**src/rtl/spi_host_master.sv**
```systemverilog
`default_nettype none
// ============================================================================
// Module   : spi_host_master
// Function : SPI mode-3 initiator; bursts of 16-bit MSB-first words framed
//            by a single CSN-low window, with a word-load handshake upstream.
// Revision : 1.0 - initial release
// ============================================================================
module spi_host_master #(
  parameter int CLK_DIV    = 2,
  parameter int GAP_CYCLES = 1,
  parameter int CNT_W      = 8
) (
  input  logic             clk,
  input  logic             rst,
  input  logic             start,
  input  logic [CNT_W-1:0] num_words,
  input  logic [15:0]      tx_data,
  output logic             word_load,
  output logic [15:0]      rx_data,
  output logic             rx_valid,
  output logic             busy,
  output logic             done,
  output logic             spi_sck,
  output logic             spi_csn,
  output logic             spi_mosi,
  input  logic             spi_miso
);

  // One shared cycle counter times both the SCK half-periods and the gap.
  localparam int c_cnt_max = (CLK_DIV > GAP_CYCLES) ? CLK_DIV : GAP_CYCLES;
  localparam int c_div_w   = $clog2(c_cnt_max + 1);
  localparam logic [c_div_w-1:0] c_div_last = c_div_w'(CLK_DIV - 1);
  localparam logic [c_div_w-1:0] c_gap_last =
    c_div_w'((GAP_CYCLES > 0) ? GAP_CYCLES - 1 : 0);

  typedef enum logic [2:0] {
    S_IDLE     = 3'd0,
    S_CS_SETUP = 3'd1,
    S_SCK_LOW  = 3'd2,
    S_SCK_HIGH = 3'd3,
    S_WORD_GAP = 3'd4,
    S_CS_HOLD  = 3'd5
  } state_t;

  state_t             state_q, state_d;
  logic [c_div_w-1:0] div_q, div_d;
  logic [3:0]         bit_q, bit_d;
  logic [CNT_W-1:0]   words_q, words_d;
  logic [15:0]        tx_shift_q, tx_shift_d;
  logic [15:0]        rx_shift_q, rx_shift_d;
  logic [15:0]        rx_data_q, rx_data_d;
  logic               rx_valid_q, rx_valid_d;
  logic               word_load_q, word_load_d;
  logic               busy_q, busy_d;
  logic               done_q, done_d;
  logic               sck_q, sck_d;
  logic               csn_q, csn_d;
  logic               mosi_q, mosi_d;

  logic               w_div_end;
  logic               w_word_end;
  logic               w_more;
  logic               w_load;
  logic               w_go_low;
  logic [15:0]        w_src;

  // Next-state and next-output computation for the whole frame sequencer.
  always_comb begin
    state_d     = state_q;
    div_d       = div_q;
    bit_d       = bit_q;
    words_d     = words_q;
    tx_shift_d  = tx_shift_q;
    rx_shift_d  = rx_shift_q;
    rx_data_d   = rx_data_q;
    rx_valid_d  = 1'b0;
    word_load_d = 1'b0;
    busy_d      = busy_q;
    done_d      = 1'b0;
    sck_d       = sck_q;
    csn_d       = csn_q;
    mosi_d      = mosi_q;
    w_go_low    = 1'b0;

    w_div_end  = (div_q == c_div_last);
    // Word end is the cycle right after the 16th rising edge was issued.
    w_word_end = (state_q == S_SCK_HIGH) && (bit_q == 4'd15) && (div_q == '0);
    // With CLK_DIV=1 the word-end cycle is also the last high cycle, so the
    // counter has not been decremented yet when the exit decision is made.
    w_more     = w_word_end ? (words_q > CNT_W'(1)) : (words_q != '0);
    w_load     = w_word_end && (words_q > CNT_W'(1));
    // A word loaded on the same edge as a falling SCK must drive MOSI directly.
    w_src      = w_load ? tx_data : tx_shift_q;

    if (w_word_end) begin
      rx_valid_d = 1'b1;
      rx_data_d  = rx_shift_q;
      words_d    = words_q - CNT_W'(1);
      if (w_load) begin
        tx_shift_d  = tx_data;
        word_load_d = 1'b1;
      end
    end

    case (state_q)
      S_IDLE: begin
        if (start && (num_words != '0)) begin
          words_d     = num_words;
          tx_shift_d  = tx_data;
          word_load_d = 1'b1;
          csn_d       = 1'b0;
          busy_d      = 1'b1;
          mosi_d      = tx_data[15];
          div_d       = '0;
          bit_d       = 4'd0;
          state_d     = S_CS_SETUP;
        end
      end
      S_CS_SETUP: begin
        if (w_div_end) begin
          div_d    = '0;
          w_go_low = 1'b1;
        end else begin
          div_d = div_q + 1'b1;
        end
      end
      S_SCK_LOW: begin
        if (w_div_end) begin
          div_d      = '0;
          sck_d      = 1'b1;
          rx_shift_d = {rx_shift_q[14:0], spi_miso};
          state_d    = S_SCK_HIGH;
        end else begin
          div_d = div_q + 1'b1;
        end
      end
      S_SCK_HIGH: begin
        if (w_div_end) begin
          div_d = '0;
          if (bit_q == 4'd15) begin
            bit_d = 4'd0;
            if (!w_more) begin
              state_d = S_CS_HOLD;
            end else if (GAP_CYCLES == 0) begin
              w_go_low = 1'b1;
            end else begin
              state_d = S_WORD_GAP;
            end
          end else begin
            bit_d    = bit_q + 4'd1;
            w_go_low = 1'b1;
          end
        end else begin
          div_d = div_q + 1'b1;
        end
      end
      S_WORD_GAP: begin
        if (div_q == c_gap_last) begin
          div_d    = '0;
          w_go_low = 1'b1;
        end else begin
          div_d = div_q + 1'b1;
        end
      end
      S_CS_HOLD: begin
        if (w_div_end) begin
          div_d   = '0;
          csn_d   = 1'b1;
          busy_d  = 1'b0;
          done_d  = 1'b1;
          mosi_d  = 1'b0;
          state_d = S_IDLE;
        end else begin
          div_d = div_q + 1'b1;
        end
      end
      default: state_d = S_IDLE;
    endcase

    // Falling SCK edge: present the next MSB and advance the TX shifter.
    if (w_go_low) begin
      state_d    = S_SCK_LOW;
      sck_d      = 1'b0;
      mosi_d     = w_src[15];
      tx_shift_d = {w_src[14:0], 1'b0};
    end
  end

  // State and registered outputs; reset abandons any frame in flight.
  always_ff @(posedge clk or posedge rst) begin
    if (rst) begin
      state_q     <= S_IDLE;
      div_q       <= '0;
      bit_q       <= 4'd0;
      words_q     <= '0;
      tx_shift_q  <= 16'h0000;
      rx_shift_q  <= 16'h0000;
      rx_data_q   <= 16'h0000;
      rx_valid_q  <= 1'b0;
      word_load_q <= 1'b0;
      busy_q      <= 1'b0;
      done_q      <= 1'b0;
      sck_q       <= 1'b1;
      csn_q       <= 1'b1;
      mosi_q      <= 1'b0;
    end else begin
      state_q     <= state_d;
      div_q       <= div_d;
      bit_q       <= bit_d;
      words_q     <= words_d;
      tx_shift_q  <= tx_shift_d;
      rx_shift_q  <= rx_shift_d;
      rx_data_q   <= rx_data_d;
      rx_valid_q  <= rx_valid_d;
      word_load_q <= word_load_d;
      busy_q      <= busy_d;
      done_q      <= done_d;
      sck_q       <= sck_d;
      csn_q       <= csn_d;
      mosi_q      <= mosi_d;
    end
  end

  assign word_load = word_load_q;
  assign rx_data   = rx_data_q;
  assign rx_valid  = rx_valid_q;
  assign busy      = busy_q;
  assign done      = done_q;
  assign spi_sck   = sck_q;
  assign spi_csn   = csn_q;
  assign spi_mosi  = mosi_q;

endmodule
`default_nettype wire
```
**config.mk**
```make
export PLATFORM = sky130hd
export DESIGN_NAME = spi_host_master
export DESIGN_NICKNAME = d
export VERILOG_FILES = /design/src/rtl/spi_host_master.sv
export SDC_FILE = /design/constraint.sdc
export NUM_CORES = 1
export LEC_CHECK = 0
export BUFFER_PORTS_ARGS = -buffer_cell sky130_fd_sc_hd__buf_2
export CORE_MARGIN = 3
export CORE_UTILIZATION = 53
export CTS_BUF_LIST = sky130_fd_sc_hd__clkbuf_8
export CTS_CLUSTER_SIZE = 8
export DETAILED_ROUTE_END_ITERATION = 10
export PLACE_DENSITY_LB_ADDON = 0.05
export SYNTH_ARGS = -nofsm -noshare
export SYNTH_HDL_FRONTEND = slang
export SYNTH_SLANG_ARGS = --single-unit
```
**constraint.sdc**
```tcl
create_clock -name clk -period 2.3 [get_ports clk]
set_clock_uncertainty 0.05 [all_clocks]
set_input_delay 0.23 -clock clk [delete_from_list [all_inputs] [get_ports clk]]
set_output_delay 0.23 -clock clk [all_outputs]
set_load 0.05 [all_outputs]
```
==> flow_summary.yaml, run 1 <==
synth:
  netlist.top_cell.by_area: "sky130_fd_sc_hd__dfrtp_1"
  async_flop_share_pct: 100.0
  synthCells: 295
  avgSynthCellArea_um2: 11.90
  number_of_flops_mapped_to_enable_cells_by_yosys: 0
  synth_sequential_area_ratio_pct: 51.39
  ys_warn_count: 0
  netlist_top_cells_area: "sky130_fd_sc_hd__dfrtp_1 (50%), sky130_fd_sc_hd__mux2i_1 (14%), sky130_fd_sc_hd__mux2_2 (11%)"
  synth_top_area_share_pct: 49.89
  synth.lib_cells_used.distinct: 47
  synth_seq_cells: 72
  net_count_after_synthesis: 331
  synthesis.area_um2: 3511
  dominantRegCellSynth: "sky130_fd_sc_hd__dfrtp_1"
cells_and_area:
  mostFrequentLayoutCells: "sky130_fd_sc_hd__dfrtp_1 (70), sky130_fd_sc_hd__buf_2 (50), sky130_fd_sc_hd__mux2i_1 (48)"
  diodes: 0
  final_common_cell: "sky130_fd_sc_hd__dfrtp_1"
  post_route_cells_drive_above_1_share_pct: 36.59
  num-fill-cells: 495
  post-route-util_pct: 66.63
  nNetsFinal: 400
  synthToLayoutAreaGrowth_pct: 21.20
critical_path:
  criticalPathCategory: "flop to flop"
  path_cells: "inv_2 -> ha_2 -> nor2_1 -> or4_4 -> a21oi_4 -> clkbuf_16 -> mux2i_1 -> mux2i_1"
  cpMaxStageDelayCell: "sky130_fd_sc_hd__or4_4"
  worst_path_most_repeated_cell: "sky130_fd_sc_hd__mux2i_1"
  critical_path.max_stage_delay_ns: 0.50
  cp.arrival_ns: 2.39
  critPathRequiredTime_ns: 2.47
  cp_max_fo: 8
  setup.worst_path.start_class: "flop"
  worst_setup_path_end_kind: "flop"
die:
  initial_core_util_pct: 54.98
  die_x_um: 87.39
  floorplan.die.height_um: 87.39
  rows: 29
  io-pin-count: 51
  core_region_area_um2: 6386
  die_area_um2: 7637
cts:
  tritoncts: "done"
  clk-insertion-delay-late_ns: 0.34
  path_clk_slew_ns: 0.08
  maximum_number_of_buffers_from_clock_root_to_sink: 2
  clock_sinks: 72
  cts_inserted_buffers: 9
  root_buffer: "sky130_fd_sc_hd__clkbuf_8"
  cts_htree_levels: 3
route:
  drt-vias-per-instance: 5.556
  dr_total_vias: 2478
  detail_route.wirelength_mm: 6.903
  drcViolationCount: 0
  firstDrtPassIters: 4
  starting_drc_count_in_detailed_routing: 63
  antenna_violating_nets_post_route: 0
  per_cell_routed_wire_length_um: 15.48
sta:
  final_max_slew_viol_count: 0
  timing.final.crit_share_pct: 96.35
  timing.max_slew.rel_slack_pct: 65.96
  fin_crit_ns: 2.216
  timing.final.setup_violations: 0
  max_clock_freq_mhz: 451.3
  worst_margin_slew_ns: 0.5099
  final-hold-violation-count: 0
power:
  design_power_total_w: 0.004667
  power_leakage_nw: 2.303
  cellPowerDensity_nw_per_um2: 1097
  ir_worst_vdd_mv: 0.7247
placement:
  finalWeightedCongestion: 0.8709
  hpwlAfterDp_mm: 4.617
  number_of_buffers_inserted_by_port_buffering: 50
global_route:
  initial_antenna_violation_count: 0
  vias_in_the_first_global_route: 2373
  grt_start_max_net_pins: 50
  gr-usage-all-layers_pct: 18.96
  grt_overflow_total: 0
  grt_pass1_wl_mm: 11.16
run_status:
  outcome: "finished, final reports clean"
flow_run:
  max_cap_viol_count: 0
min_path:
  hold_path_class: "input port to flop"
-- kinds of logic (layout without fill, tap and decap cells) --
family          count (synthesis)  count (layout)  synth area share (%)
flops                          72              72                 51.39
compound gates                 36              36                 6.700
xor+xnor                        7               7                 1.746
mux                            82              82                 24.55
buf+inv                        24              98                 2.994
fa+ha+maj                       8               8                 2.851
simple gates                   66              66                 9.765
-- state kept, by name, indices dropped and copies added, names as in the netlist --
name,flops
word_load,1
bit_q,4
done,1
spi_mosi,1
div_q,2
rx_shift_q,16
rx_data,16
rx_valid,1
spi_sck,1
state_q,3
words_q,8
tx_shift_q,16
spi_csn,1
busy,1
-- Yosys cell counts, types with 3 or more instances --
| library cell | count |
|---|---|
| sky130_fd_sc_hd__nor2b_1 | 3 |
| sky130_fd_sc_hd__dfrtp_1 | 70 |
| sky130_fd_sc_hd__nor2_1 | 10 |
| sky130_fd_sc_hd__and3_1 | 4 |
| sky130_fd_sc_hd__nand3_1 | 6 |
| sky130_fd_sc_hd__a21oi_1 | 3 |
| sky130_fd_sc_hd__inv_1 | 11 |
| sky130_fd_sc_hd__nand4_1 | 3 |
| sky130_fd_sc_hd__nor3_1 | 3 |
| sky130_fd_sc_hd__o21ai_0 | 15 |
| sky130_fd_sc_hd__buf_2 | 3 |
| sky130_fd_sc_hd__nand2_1 | 23 |
| sky130_fd_sc_hd__xnor2_1 | 3 |
| sky130_fd_sc_hd__clkbuf_1 | 6 |
| sky130_fd_sc_hd__mux2_2 | 33 |
| sky130_fd_sc_hd__mux2i_1 | 49 |
| sky130_fd_sc_hd__ha_1 | 8 |
| sky130_fd_sc_hd__xor2_1 | 4 |
-- report_power, final --
group          internal (W)  switching [W]
clock              0.000503       0.000488
sequential          0.00166       0.000259
combinational      0.000860       0.000895
-- cell type report --
type	instances	area [um2]	share of cell area (%)
Sequential cell	72	1804	42.40
Multi-Input combinational cell	199	1622	38.11
Timing Repair Buffer	71	495.5	11.64
Clock buffer	9	123.9	2.911
Tap cell	77	96.34	2.264
Clock inverter	7	72.57	1.705
Inverter	11	41.29	0.9703
-- worst paths after layout --
kind                       slack [ns]  startpoint       endpoint  cells after the start
max                              0.08  words_q[1]  tx_shift_q[6]                      8
min                              0.07    spi_miso  rx_shift_q[0]                      2
max reg2reg                      0.08  words_q[1]  tx_shift_q[6]                      8
min reg2reg                      0.44        busy           busy                      2
max in group asynchronous        1.11         rst        spi_csn                      4
min in group asynchronous        0.41         rst     rx_data[8]                      3
-- through the flow --
step	setup WS (ns)	hold slack [ns]	setup TNS [ns]	std cells	area, um2
CTS	0.03255	0.05315	0	441	4177
global placement	0.1299	0.2363	0	424	3970
floorplan	0.03997	0.2854	0	295	3511
global route	-0.02710	0.04759	-0.05293	446	4255
detailed placement	0.07962	0.2406	0	424	3970
finish	0.08396	0.06514	0	446	4255
-- routing by layer --
layer | GRT usage (%) | share of wire, % | vias to the layer above | wire (um)
met4 | 7.252 | 1.5 | 0 | 106
met1 | 24.15 | 45 | 1211 | 3090
met5 | 0 | 0 | - | 0
met3 | 5.676 | 5.0 | 11 | 346
met2 | 30.41 | 49 | 63 | 3359
li1 | - | - | 1193 | -
-- what timing repair did --
action | CTS | global route
setup endpoints to repair | 0 | 8
gates resized for setup | 0 | 4
setup buffers | 0 | 3
hold endpoints to repair | 23 | 0
hold buffers | 1 | 0
-- critical path, delay by kind of cell (launching register included) --
| kind | cells | cell delay (ns) |
|---|---|---|
| AND/OR/NAND/NOR | 2 | 0.56 |
| flip-flops | 1 | 0.41 |
| buffers and inverters | 2 | 0.32 |
| multiplexers | 2 | 0.28 |
| AO/OA/AOI/OAI | 1 | 0.27 |
| adder cells (fa/ha/maj) | 1 | 0.20 |
(Power assumes the default switching activity.)
==> inputs of run 2 (changes only) <==
- BUFFER_PORTS_ARGS: -buffer_cell sky130_fd_sc_hd__buf_2 -> default
- CORE_UTILIZATION: 53 -> 59
- DONT_BUFFER_PORTS: default -> 1
- SKIP_CTS_REPAIR_TIMING: default -> 1
- SLEW_MARGIN: default -> 10
==> run 2 against run 1 <==
  * The flow now finishes with violations (hold timing)
  * Non-clock buffer count down 46
  * Final area down 5.4%
  * Worst setup slack gained 0.0086 ns
  * Power hardly changed
  * Clock power up 14%
  * Sequential power up 5%
  * First-iteration DRC count rose by 79%
  * Sequential share of layout area is 2.4 points higher
  * Register-to-register slack hardly changed
  * Worst hold slack lost 0.071 ns
  * Core utilization is 4.7 points higher
  * Global-route usage grew 1.4 points
  * Largest cell class unchanged
  * Highest routed layer unchanged
==> flow_summary.yaml, run 2 (synthesis gave the netlist of run 1 again) <==
placement:
  number_of_buffers_inserted_by_port_buffering: 0
  hpwlAfterDp_mm: 4.589
  finalWeightedCongestion: 0.7997
  place.detailed.instances: 370
flow_run:
  max_cap_viol_count: 0
critical_path:
  critPathRequiredTime_ns: 2.46
  path_cells: "or3_4 -> or4_4 -> a21oi_4 -> buf_12 -> mux2i_1 -> mux2i_1"
  worst_setup_path_end_kind: "flop"
  worstPathBufferInverterCount: 1
  dominant_delay_contributor_by_cell_family_on_the_critical_path: "simple AND/OR/NAND/NOR gates"
  cp.arrival_ns: 2.37
  criticalPathCategory: "flop to flop"
  worst_path_most_repeated_cell: "sky130_fd_sc_hd__mux2i_1"
  critical_path.max_stage_delay_ns: 0.55
  setup.worst_path.start_class: "flop"
  cp_max_fo: 17
  cpMaxStageDelayCell: "sky130_fd_sc_hd__or4_4"
cts:
  path_clk_slew_ns: 0.08
  root_buffer: "sky130_fd_sc_hd__clkbuf_8"
  maximum_number_of_buffers_from_clock_root_to_sink: 2
  cts_inserted_buffers: 9
  clock_sinks: 72
  clk-insertion-delay-late_ns: 0.34
  cts_htree_levels: 3
  tritoncts: "done"
route:
  dr_total_vias: 2268
  drcViolationCount: 0
  detail_route.wirelength_mm: 6.597
  per_cell_routed_wire_length_um: 16.74
  antenna_violating_nets_post_route: 0
  firstDrtPassIters: 4
  drt-vias-per-instance: 5.756
  starting_drc_count_in_detailed_routing: 113
power:
  design_power_total_w: 0.004668
  ir_worst_vdd_mv: 0.5951
  cellPowerDensity_nw_per_um2: 1159
  power_leakage_nw: 2.086
sta:
  timing.max_slew.rel_slack_pct: 59.95
  setup_total_negative_slack_ns: 0
  max_clock_freq_mhz: 453.0
  hold_ws_ns: -0.005639
  fin_crit_ns: 2.207
  timing.final.setup_violations: 0
  timing.final.crit_share_pct: 95.98
  final-hold-violation-count: 1
  final_max_slew_viol_count: 0
  worst_margin_slew_ns: 0.5953
  unrepaired_setup_endpoints_after_global_routing: "false"
global_route:
  gr-usage-all-layers_pct: 20.32
  grt_overflow_total: 0
  initial_antenna_violation_count: 0
  grt_pass1_wl_mm: 11.35
  vias_in_the_first_global_route: 2344
  grt_start_max_net_pins: 30
die:
  die_area_um2: 6912
  io-pin-count: 51
  die_x_um: 83.14
  floorplan.die.height_um: 83.14
  rows: 27
  core_region_area_um2: 5642
  initial_core_util_pct: 62.23
cells_and_area:
  diodes: 0
  nNetsFinal: 354
  post_route_cells_drive_above_1_share_pct: 23.91
  synthToLayoutAreaGrowth_pct: 14.68
  mostFrequentLayoutCells: "sky130_fd_sc_hd__dfrtp_1 (70), sky130_fd_sc_hd__mux2i_1 (49), sky130_fd_sc_hd__mux2_2 (33)"
  layout.cells.non_filler: 394
  num-fill-cells: 410
  final_common_cell: "sky130_fd_sc_hd__dfrtp_1"
run_status:
  outcome: "finished with violations"
  violations: "hold timing"
min_path:
  hold_path_class: "input port to flop"
[run 2: cell count changes in the layout (fill, tap and decap cells not counted), sizes merged]
cell and delta:
buf -52, bufinv +1, clkinv -3, dlygate4sd3 +8, inv -1
[run 2: cell type report]
cell class / count / area [um2] / share of cell area (%)
clock buffer: 11 / 151.4 / 3.760
clock inverter: 4 / 76.32 / 1.896
inverter: 11 / 41.29 / 1.025
multi-input combinational: 199 / 1615 / 40.12
sequential: 72 / 1804 / 44.81
tap: 72 / 90.09 / 2.237
timing repair buffer: 25 / 247.7 / 6.153
[run 2: metal layers]
metal  wire (um)  GRT usage, %
met5           0             0
met4          57         6.686
met3         330         5.655
met2        3287         31.71
met1        2921         27.57
[run 2: worst paths after layout]
path / cells past startpoint / startpoint / slack, ns / end
min in group asynchronous: 2 / rst / 0.33 / tx_shift_q[10]
max in group asynchronous: 3 / rst / 1.14 / rx_data[5]
min: 2 / num_words[0] / -0.006 / words_q[0]
max: 6 / words_q[4] / 0.09 / tx_shift_q[11]
min reg2reg: 1 / rx_shift_q[15] / 0.46 / rx_data[15]
max reg2reg: 6 / words_q[4] / 0.09 / tx_shift_q[11]
[run 2: stage by stage]
step	instance area (um2)	util (%)	hold slack, ns	setup slack [ns]
after floorplan	3511	-	0.2854	0.03997
after global placement	3709	65.74	0.1118	0.1303
after detailed placement	3709	65.74	0.1127	0.07691
after CTS	3936	69.77	-0.2503	0.07276
after global routing	4026	71.37	0.01390	0.01441
final	4026	71.37	-0.005639	0.09254
[run 2: report_power, final]
part,switching [W],internal (W)
Clock,0.000464,0.000668
Combinational,0.000770,0.000757
Sequential,0.000345,0.00166
Total,0.00158,0.00309
==> inputs of run 3 (changes only) <==
- CELL_PAD_IN_SITES_DETAIL_PLACEMENT: default -> 1
- CELL_PAD_IN_SITES_GLOBAL_PLACEMENT: default -> 1
- CORE_UTILIZATION: 59 -> 47
==> run 3 against run 2 <==
  * The run still ends with hold timing left
  * Highest routed layer unchanged
  * First-iteration DRC count shrank 49%
  * Sequential cell count stayed put
  * Core utilization fell by 14 points
  * Worst setup slack worse by 0.031 ns
==> flow_summary.yaml, run 3 (synthesis gave the netlist of run 1 again) <==
die:
  initial_core_util_pct: 50.02
  io-pin-count: 51
  rows: 30
  die_x_um: 92.43
  core_region_area_um2: 7019
  floorplan.die.height_um: 92.43
  die_area_um2: 8543
sta:
  timing.final.crit_share_pct: 97.31
  fin_crit_ns: 2.238
  worst_margin_slew_ns: 0.5704
  final-hold-violation-count: 2
  timing.max_slew.rel_slack_pct: 61.62
  timing.final.setup_violations: 0
  setup_total_negative_slack_ns: 0
  max_clock_freq_mhz: 446.8
  hold_ws_ns: -0.004334
  final_max_slew_viol_count: 0
critical_path:
  cp.arrival_ns: 2.41
  worst_setup_path_end_kind: "flop"
  dominant_delay_contributor_by_cell_family_on_the_critical_path: "simple AND/OR/NAND/NOR gates"
  reg2regPathDepth: 8
  path_cells: "inv_2 -> ha_1 -> nor2_1 -> or4_4 -> a21oi_4 -> clkbuf_16 -> mux2i_1 -> mux2i_1"
  worst_r2r_startpoint: "words_q[1]"
  setup.worst_path.start_class: "flop"
  cpMaxStageDelayCell: "sky130_fd_sc_hd__or4_4"
  criticalPathCategory: "flop to flop"
  cp_max_fo: 8
  setup.reg_to_reg.worst_slack_ns: 0.06
  critical_path.reg2reg.endpoint: "tx_shift_q[6]"
  worstPathBufferInverterCount: 2
  critical_path.max_stage_delay_ns: 0.51
  worst_path_most_repeated_cell: "sky130_fd_sc_hd__mux2i_1"
  critPathRequiredTime_ns: 2.47
  cp_num_cells: 8
placement:
  number_of_buffers_inserted_by_port_buffering: 0
  placement.cell_area_um2: 3719
  finalWeightedCongestion: 0.7810
  hpwlAfterDp_mm: 5.218
cts:
  path_clk_slew_ns: 0.08
  cts_inserted_buffers: 9
  clk-insertion-delay-late_ns: 0.34
  tritoncts: "done"
  maximum_number_of_buffers_from_clock_root_to_sink: 2
  clock_sinks: 72
  root_buffer: "sky130_fd_sc_hd__clkbuf_8"
  cts_htree_levels: 3
cells_and_area:
  final_common_cell: "sky130_fd_sc_hd__dfrtp_1"
  mostFrequentLayoutCells: "sky130_fd_sc_hd__dfrtp_1 (70), sky130_fd_sc_hd__mux2i_1 (49), sky130_fd_sc_hd__mux2_2 (33)"
  synthToLayoutAreaGrowth_pct: 15.68
  post_route_cells_drive_above_1_share_pct: 26.38
  diodes: 0
  finalInstanceArea_um2: 4061
  post-route-util_pct: 57.86
  nNetsFinal: 357
global_route:
  vias_in_the_first_global_route: 2543
  gr-usage-all-layers_pct: 19.09
  initial_antenna_violation_count: 0
  grt_pass1_wl_mm: 12.83
  grt_start_max_net_pins: 41
  grt_overflow_total: 0
route:
  dr_total_vias: 2315
  starting_drc_count_in_detailed_routing: 58
  firstDrtPassIters: 4
  detail_route.wirelength_mm: 7.724
  per_cell_routed_wire_length_um: 18.30
  antenna_violating_nets_post_route: 0
  drt-vias-per-instance: 5.486
  drcViolationCount: 0
power:
  power_leakage_nw: 2.092
  cellPowerDensity_nw_per_um2: 1136
  ir_worst_vdd_mv: 0.5557
min_path:
  worstHoldPathCells: 2
  worstHoldStart: "num_words[3]"
  worst_hold_path.endpoint: "words_q[3]"
  hold_path_class: "input port to flop"
run_status:
  violations: "hold timing"
  outcome: "finished with violations"
flow_run:
  max_cap_viol_count: 0
[run 3: worst max path at each step]
| stage | start | end | slack [ns] |
|---|---|---|---|
| finish | words_q[1] | tx_shift_q[6] | 0.06 |
| detailed placement | words_q[3] | tx_shift_q[12] | 0.06 |
| global route | words_q[1] | tx_shift_q[11] | -0.01 |
| CTS | words_q[3] | tx_shift_q[12] | 0.06 |
| floorplan | words_q[4] | tx_shift_q[6] | 0.04 |
| global placement | words_q[3] | tx_shift_q[3] | 0.14 |
[run 3: area by class of cell]
cell class                      count  area (um2)
Tap cell                           96       120.1
Sequential cell                    72        1804
Fill cell                         734        2958
Multi-Input combinational cell    199        1628
Clock inverter                      6       42.54
Timing Repair Buffer               28       287.8
Inverter                           11       41.29
Clock buffer                       10       137.6
[run 3: worst reg2reg max path: cells and delay by family, from the launching register on]
| family | cells | cell delay (ns) |
|---|---|---|
| buffers and inverters | 2 | 0.36 |
| multiplexers | 2 | 0.28 |
| AO/OA/AOI/OAI | 1 | 0.26 |
| flip-flops | 1 | 0.44 |
| AND/OR/NAND/NOR | 2 | 0.57 |
| adder cells (fa/ha/maj) | 1 | 0.16 |
[run 3: stage by stage]
step | power (W) | hold slack [ns] | setup slack [ns] | instances
floorplan | 0.003154 | 0.2854 | 0.03997 | 295
global placement | 0.003530 | 0.1803 | 0.1450 | 393
detailed placement | 0.003599 | 0.1905 | 0.05653 | 393
CTS | 0.004542 | -0.1893 | 0.05891 | 409
global route | 0.004969 | 0.004135 | -0.01102 | 422
finish | 0.004613 | -0.004334 | 0.06189 | 422
[run 3: power breakdown]
group	leakage [nW]	internal, W	switching (W)
Combinational	1.09	0.000834	0.000838
Clock	0.0887	0.000422	0.000488
Sequential	0.917	0.00166	0.000367
Total	2.09	0.00292	0.00169
[run 3: metal layers]
layer | track usage (%) | wire length (um) | part of all wire, % | vias up
met5 | 0 | 0 | 0 | -
met4 | 5.198 | 72 | 0.93 | 0
met3 | 6.905 | 420 | 5.4 | 7
met2 | 31.42 | 3828 | 50 | 48
met1 | 23.71 | 3403 | 44 | 1160
li1 | - | - | - | 1100
